==> config.mk <==
export PLATFORM = sky130hd
export DESIGN_NAME = ifetch_queue
export DESIGN_NICKNAME = d
export VERILOG_FILES = /design/src/rtl/ifetch_queue.sv
export SDC_FILE = /design/constraint.sdc
export NUM_CORES = 1
export LEC_CHECK = 0
export BUFFER_PORTS_ARGS = -buffer_cell sky130_fd_sc_hd__buf_4
export CAP_MARGIN = 25
export CORE_MARGIN = 4
export CORE_UTILIZATION = 45
export CTS_CLUSTER_DIAMETER = 50
export DETAILED_ROUTE_END_ITERATION = 10
export GPL_TIMING_DRIVEN = 0
export PLACE_DENSITY_LB_ADDON = 0.1
export RECOVER_POWER = 50
export SYNTH_ARGS = -nofsm -noshare
export SYNTH_HDL_FRONTEND = slang
export SYNTH_SLANG_ARGS = --single-unit
==> constraint.sdc <==
create_clock -name clk -period 3.9 [get_ports clk]
set_clock_uncertainty 0.1 [all_clocks]
set_input_delay 1.17 -clock clk [delete_from_list [all_inputs] [get_ports clk]]
set_output_delay 1.17 -clock clk [all_outputs]
set_load 0.1 [all_outputs]
==> src/rtl/ifetch_queue.sv <==
// rtl/ifetch_queue.sv - sequential instruction fetch with in-order prefetch queue and redirect flush
// Define IFQ_BYPASS_EN to let a response reach the decoder in its arrival cycle when the queue is empty.
module ifetch_queue #(
    parameter int unsigned DEPTH    = 4,
    parameter logic [31:0] RESET_PC = 32'h0000_0000
) (
    input  logic        clk,
    input  logic        reset,
    output logic        IReq,
    output logic [31:0] IAddr,
    input  logic        IGnt,
    input  logic        IRvalid,
    input  logic [31:0] IRdata,
    input  logic        Redirect,
    input  logic [31:0] RedirectPC,
    output logic        InstrValid,
    input  logic        InstrReady,
    output logic [31:0] Instr,
    output logic [31:0] InstrPC
);
    localparam int unsigned AW = $clog2(DEPTH);
    localparam int unsigned CW = AW + 1;
    localparam logic [CW:0] DEPTH_W = DEPTH[CW:0];

    logic [31:0]   fpc_q, fpc_d, rpc_q, rpc_d;
    logic [CW-1:0] outst_q, outst_d, drop_q, drop_d, count_q, count_d;
    logic [AW-1:0] head_q, head_d, tail_q, tail_d;
    logic [31:0]   pc_mem_q  [DEPTH];
    logic [31:0]   ins_mem_q [DEPTH];
    logic [CW:0]   credit;
    logic          head_valid, byp, grant, push, pop;
    logic          unused_bits;

    assign unused_bits = ^RedirectPC[1:0];
    assign head_valid  = (count_q != '0);

    // Queued entries plus in-flight fetches never exceed DEPTH, so a response always has a slot.
    assign credit = {1'b0, count_q} + {1'b0, outst_q};
    assign IReq   = !reset && !Redirect && (credit < DEPTH_W);
    assign IAddr  = fpc_q;
    assign grant  = IReq && IGnt;

    always_comb begin
        byp        = 1'b0;
        InstrValid = head_valid && !Redirect && !reset;
        Instr      = head_valid ? ins_mem_q[head_q] : '0;
        InstrPC    = head_valid ? pc_mem_q[head_q]  : '0;
`ifdef IFQ_BYPASS_EN
        if (!head_valid && drop_q == '0 && !Redirect && !reset && IRvalid) begin
            byp        = 1'b1;
            InstrValid = 1'b1;
            Instr      = IRdata;
            InstrPC    = rpc_q;
        end
`endif
    end

    assign pop  = head_valid && InstrValid && InstrReady;
    assign push = IRvalid && (drop_q == '0) && !Redirect && !(byp && InstrReady);

    always_comb begin
        fpc_d   = fpc_q;
        rpc_d   = rpc_q;
        outst_d = outst_q;
        drop_d  = drop_q;
        count_d = count_q;
        head_d  = head_q;
        tail_d  = tail_q;
        if (Redirect) begin
            // Everything still in flight belongs to the old path, except a response landing right now.
            fpc_d   = {RedirectPC[31:2], 2'b00};
            rpc_d   = {RedirectPC[31:2], 2'b00};
            outst_d = outst_q - CW'(IRvalid);
            drop_d  = outst_q - CW'(IRvalid);
            count_d = '0;
            head_d  = '0;
            tail_d  = '0;
        end else begin
            if (grant) begin
                fpc_d = fpc_q + 32'd4;
            end
            outst_d = outst_q + CW'(grant) - CW'(IRvalid);
            if (IRvalid) begin
                if (drop_q != '0) begin
                    drop_d = drop_q - CW'(1);
                end else begin
                    rpc_d = rpc_q + 32'd4;
                end
            end
            if (push) begin
                tail_d = tail_q + AW'(1);
            end
            if (pop) begin
                head_d = head_q + AW'(1);
            end
            count_d = count_q + CW'(push) - CW'(pop);
        end
    end

    always_ff @(posedge clk) begin
        if (reset) begin
            fpc_q   <= RESET_PC;
            rpc_q   <= RESET_PC;
            outst_q <= '0;
            drop_q  <= '0;
            count_q <= '0;
            head_q  <= '0;
            tail_q  <= '0;
        end else begin
            fpc_q   <= fpc_d;
            rpc_q   <= rpc_d;
            outst_q <= outst_d;
            drop_q  <= drop_d;
            count_q <= count_d;
            head_q  <= head_d;
            tail_q  <= tail_d;
        end
    end

    always_ff @(posedge clk) begin
        if (push && !reset) begin
            pc_mem_q[tail_q]  <= rpc_q;
            ins_mem_q[tail_q] <= IRdata;
        end
    end
endmodule

==> reports/metrics.cfg <==
[status]
status=finished, final reports clean

[detailed_routing]
num_vias=8157
routed_wl_mm=29.8
vias_per_cell=5.38
ant_nets=0
first_pass_iters=4
routedWlPerCell_um=19.6
drc=0
drt_iter0_drc=503

[critical_path]
r2r-start=outst_q[2]
path_buf_inv=2
worstSetupEndpointType=primary output
cp_top_family=simple AND/OR/NAND/NOR gates
crit_path_cell_trace=or3_1 > clkbuf_1 > and2_1 > buf_4
start_kind=flip-flop
worstPathRequired_ns=2.63
ff2ff_path_depth=14
slowest_stage=or3_1
slowest_delay_ns=0.57
worstReg2RegEnd=outst_q[2]
cp.arrival_ns=2.46
rrSetupSlack_ns=0.71
crit_fanout=11
worstSetupPathType=reg2out

[sta]
fmax_ghz=0.268
period_minus_slack_ns=3.73
hold_viol=0
relSlewSlack=0.0761
rsz0062_at_grt=false
fin_crit_sh=0.957
setup_tns_ns=0
setup_viol=0
tightest_slew_ns=1.37
hold-worst-slack_ns=0.415
maxSlewViolCount=0

[yosys]
syn_area_um2=13600
ys.warnings.count=0
yosysSeqAreaShare=0.658
ys.flop_type=edfxtp_1
syn_inst=900
synthArstFlopShare=0
synth_seq_cells=323
synthSimpleGateAreaFrac=0.118
synth_fa_ha_area_frac=0.0177
synth_compound_area_frac=0.0501
syn_area_per_cell_um2=15.1
synth_top_family_by_area=simple AND/OR/NAND/NOR gates
synth-edff-count=248
synth.mux.area_fraction=0.107
ys_types=62
synth_xor_area_frac=0.0264

[die]
start_util=0.458
core_um2=29700
dieArea_um2=33100
die_y_um=182
pin_count=168
die_w_um=182
std_cell_rows=63

[place]
io_buffers=160
dp.cells=1457
gp_congestion=0.861
dp_hpwl_mm=20.1

[pwr]
max-vdd-ir-drop_uv=246
power_mw=7.69
leakage_nw=5.71
power_density_nw_per_um2=471

[clock_tree]
htree_num_levels=2
cts_made_buffers=36
cts_tree=done
clk_pin_slew_ns=0.06
cts-root-buf=clkbuf_16
cts_resized=9
cts_setup_buffers=0
cts.sinks=323
clk_latency_ns=0.50
holdBufCountCts=0
cts_max_path_buffers=3

[global_routing]
grt_pass1_vias=8407
use_met3=0.0353
grt_pass1_wl_mm=47.3
use_met1=0.256
grt_busiest_layer=met2
met2_usage=0.291
antenna_found_initial=0
grt_max_degree=43
grt.total_usage=0.181
gr-total-overflow=0

[worst_hold_path]
hp-class=reg2reg
min_from=tail_q[1]
min_to=tail_q[1]
whs_path_depth=2

[layout]
nNetsFinal=1191
fin_util=0.549
syn_to_final_growth_pct=19.9
drive_gt1_frac=0.249
antennaDiodeCount=0
instances_no_fill=1517

[run]
maxCapViolCount=0

[cell usage in the layout (no fill, tap or decap), drive strengths merged, types with 3 or more instances in the layout]
cell,Yosys,routed
clkbuf,28,107
xnor2,13,13
and3,20,20
xor2,28,28
a21oi,27,27
nor4,5,5
a21boi,9,9
nand3,21,21
mux4,62,62
o211ai,3,3
o21ai,16,16
nand2,54,54
nor3,8,8
nand4,25,25
clkinvlp,0,3
a311oi,4,4
clkinv,1,10
and2,71,71
nand4b,3,3
edfxtp,248,248
or3,8,8
ha,16,16
inv,19,22
a211oi,14,14
o21a,7,7
conb,1,4
dfxtp,75,75
nor2,39,39
mux2,4,4
a31oi,13,13
buf,23,153
and4,8,8
[through the flow]
stage | setup WS (ns) | instance area (um^2)
5_1_grt | 0.0209 | 16300
6_report | 0.169 | 16300
2_1_floorplan | 0.235 | 13600
3_3_place_gp | -1.28 | 15300
3_5_place_dp | -0.242 | 15400
4_1_cts | 0.0601 | 16500
[cell families after synthesis]
family,Yosys count
flops,323
simple gates,274
compound gates,104
buf+inv,71
mux,68
xor+xnor,41
fa+ha+maj,18
other cells,1
[registers in the layout, summed over array words and instances (netlist names), named ones only]
signal and cells:
tail_q 2, drop_q 3, head_q 2, IAddr 30
outst_q 3, ins_mem_q 128, pc_mem_q 120, rpc_q 30
count_q 3
[power breakdown]
part	total (mW)	internal, mW	switching, mW
Sequential	3.88	3.79	0.0875
Combinational	0.761	0.214	0.547
Clock	3.05	1.77	1.29
[cell type report]
| cell class | instances | area (um^2) |
|---|---|---|
| fillers | 2463 | 13400 |
| flip-flops and latches | 323 | 8950 |
| multi-input cells | 509 | 4330 |
| repair buffers | 164 | 1180 |
| clock buffers | 47 | 973 |
| well taps | 390 | 488 |
| plain buffers | 49 | 236 |
| clock inverters | 15 | 91.3 |
| inverters | 20 | 75.1 |
[worst max-delay path by stage]
| stage | end | startpoint | slack [ns] | cells past startpoint |
|---|---|---|---|---|
| 5_1_grt | InstrPC[8] | flip-flop | 0.02 | 5 |
| 4_1_cts | InstrPC[10] | flip-flop | 0.06 | 5 |
| 3_5_place_dp | count_q[2] | Redirect | -0.24 | 12 |
| 3_3_place_gp | ins_mem_q[3][14] | IRvalid | -1.28 | 4 |
| 2_1_floorplan | ins_mem_q[0][0] | IRvalid | 0.23 | 3 |
| 6_report | InstrPC[25] | count_q[1] | 0.17 | 4 |
[tightest hold or removal path, stage by stage, from the launching register on]
cell	delay [ns]
dfxtp_1	0.34
nand2_1	0.07
a21oi_1	0.06
[cell usage after synthesis, types with 13 or more instances]
library cell | number | area [um^2]
a21oi_1 | 27 | 135
a31oi_1 | 13 | 81.3
and2_1 | 71 | 444
and3_1 | 19 | 119
clkbuf_1 | 28 | 105
dfxtp_1 | 75 | 1500
edfxtp_1 | 248 | 7450
ha_1 | 16 | 200
inv_1 | 18 | 67.6
mux4_2 | 62 | 1400
nand2_1 | 54 | 203
nand3_1 | 19 | 95.1
nand4_1 | 23 | 144
nor2_1 | 37 | 139
o21ai_0 | 16 | 80.1
xnor2_1 | 13 | 114
xor2_1 | 28 | 245
[layer usage]
metal,vias to the layer above,wire (um)
met4,0,595
met1,3961,13200
met5,-,0
li1,3860,-
met2,285,14000
met3,51,1990
No activity file was read; power rests on OpenSTA's default activity.
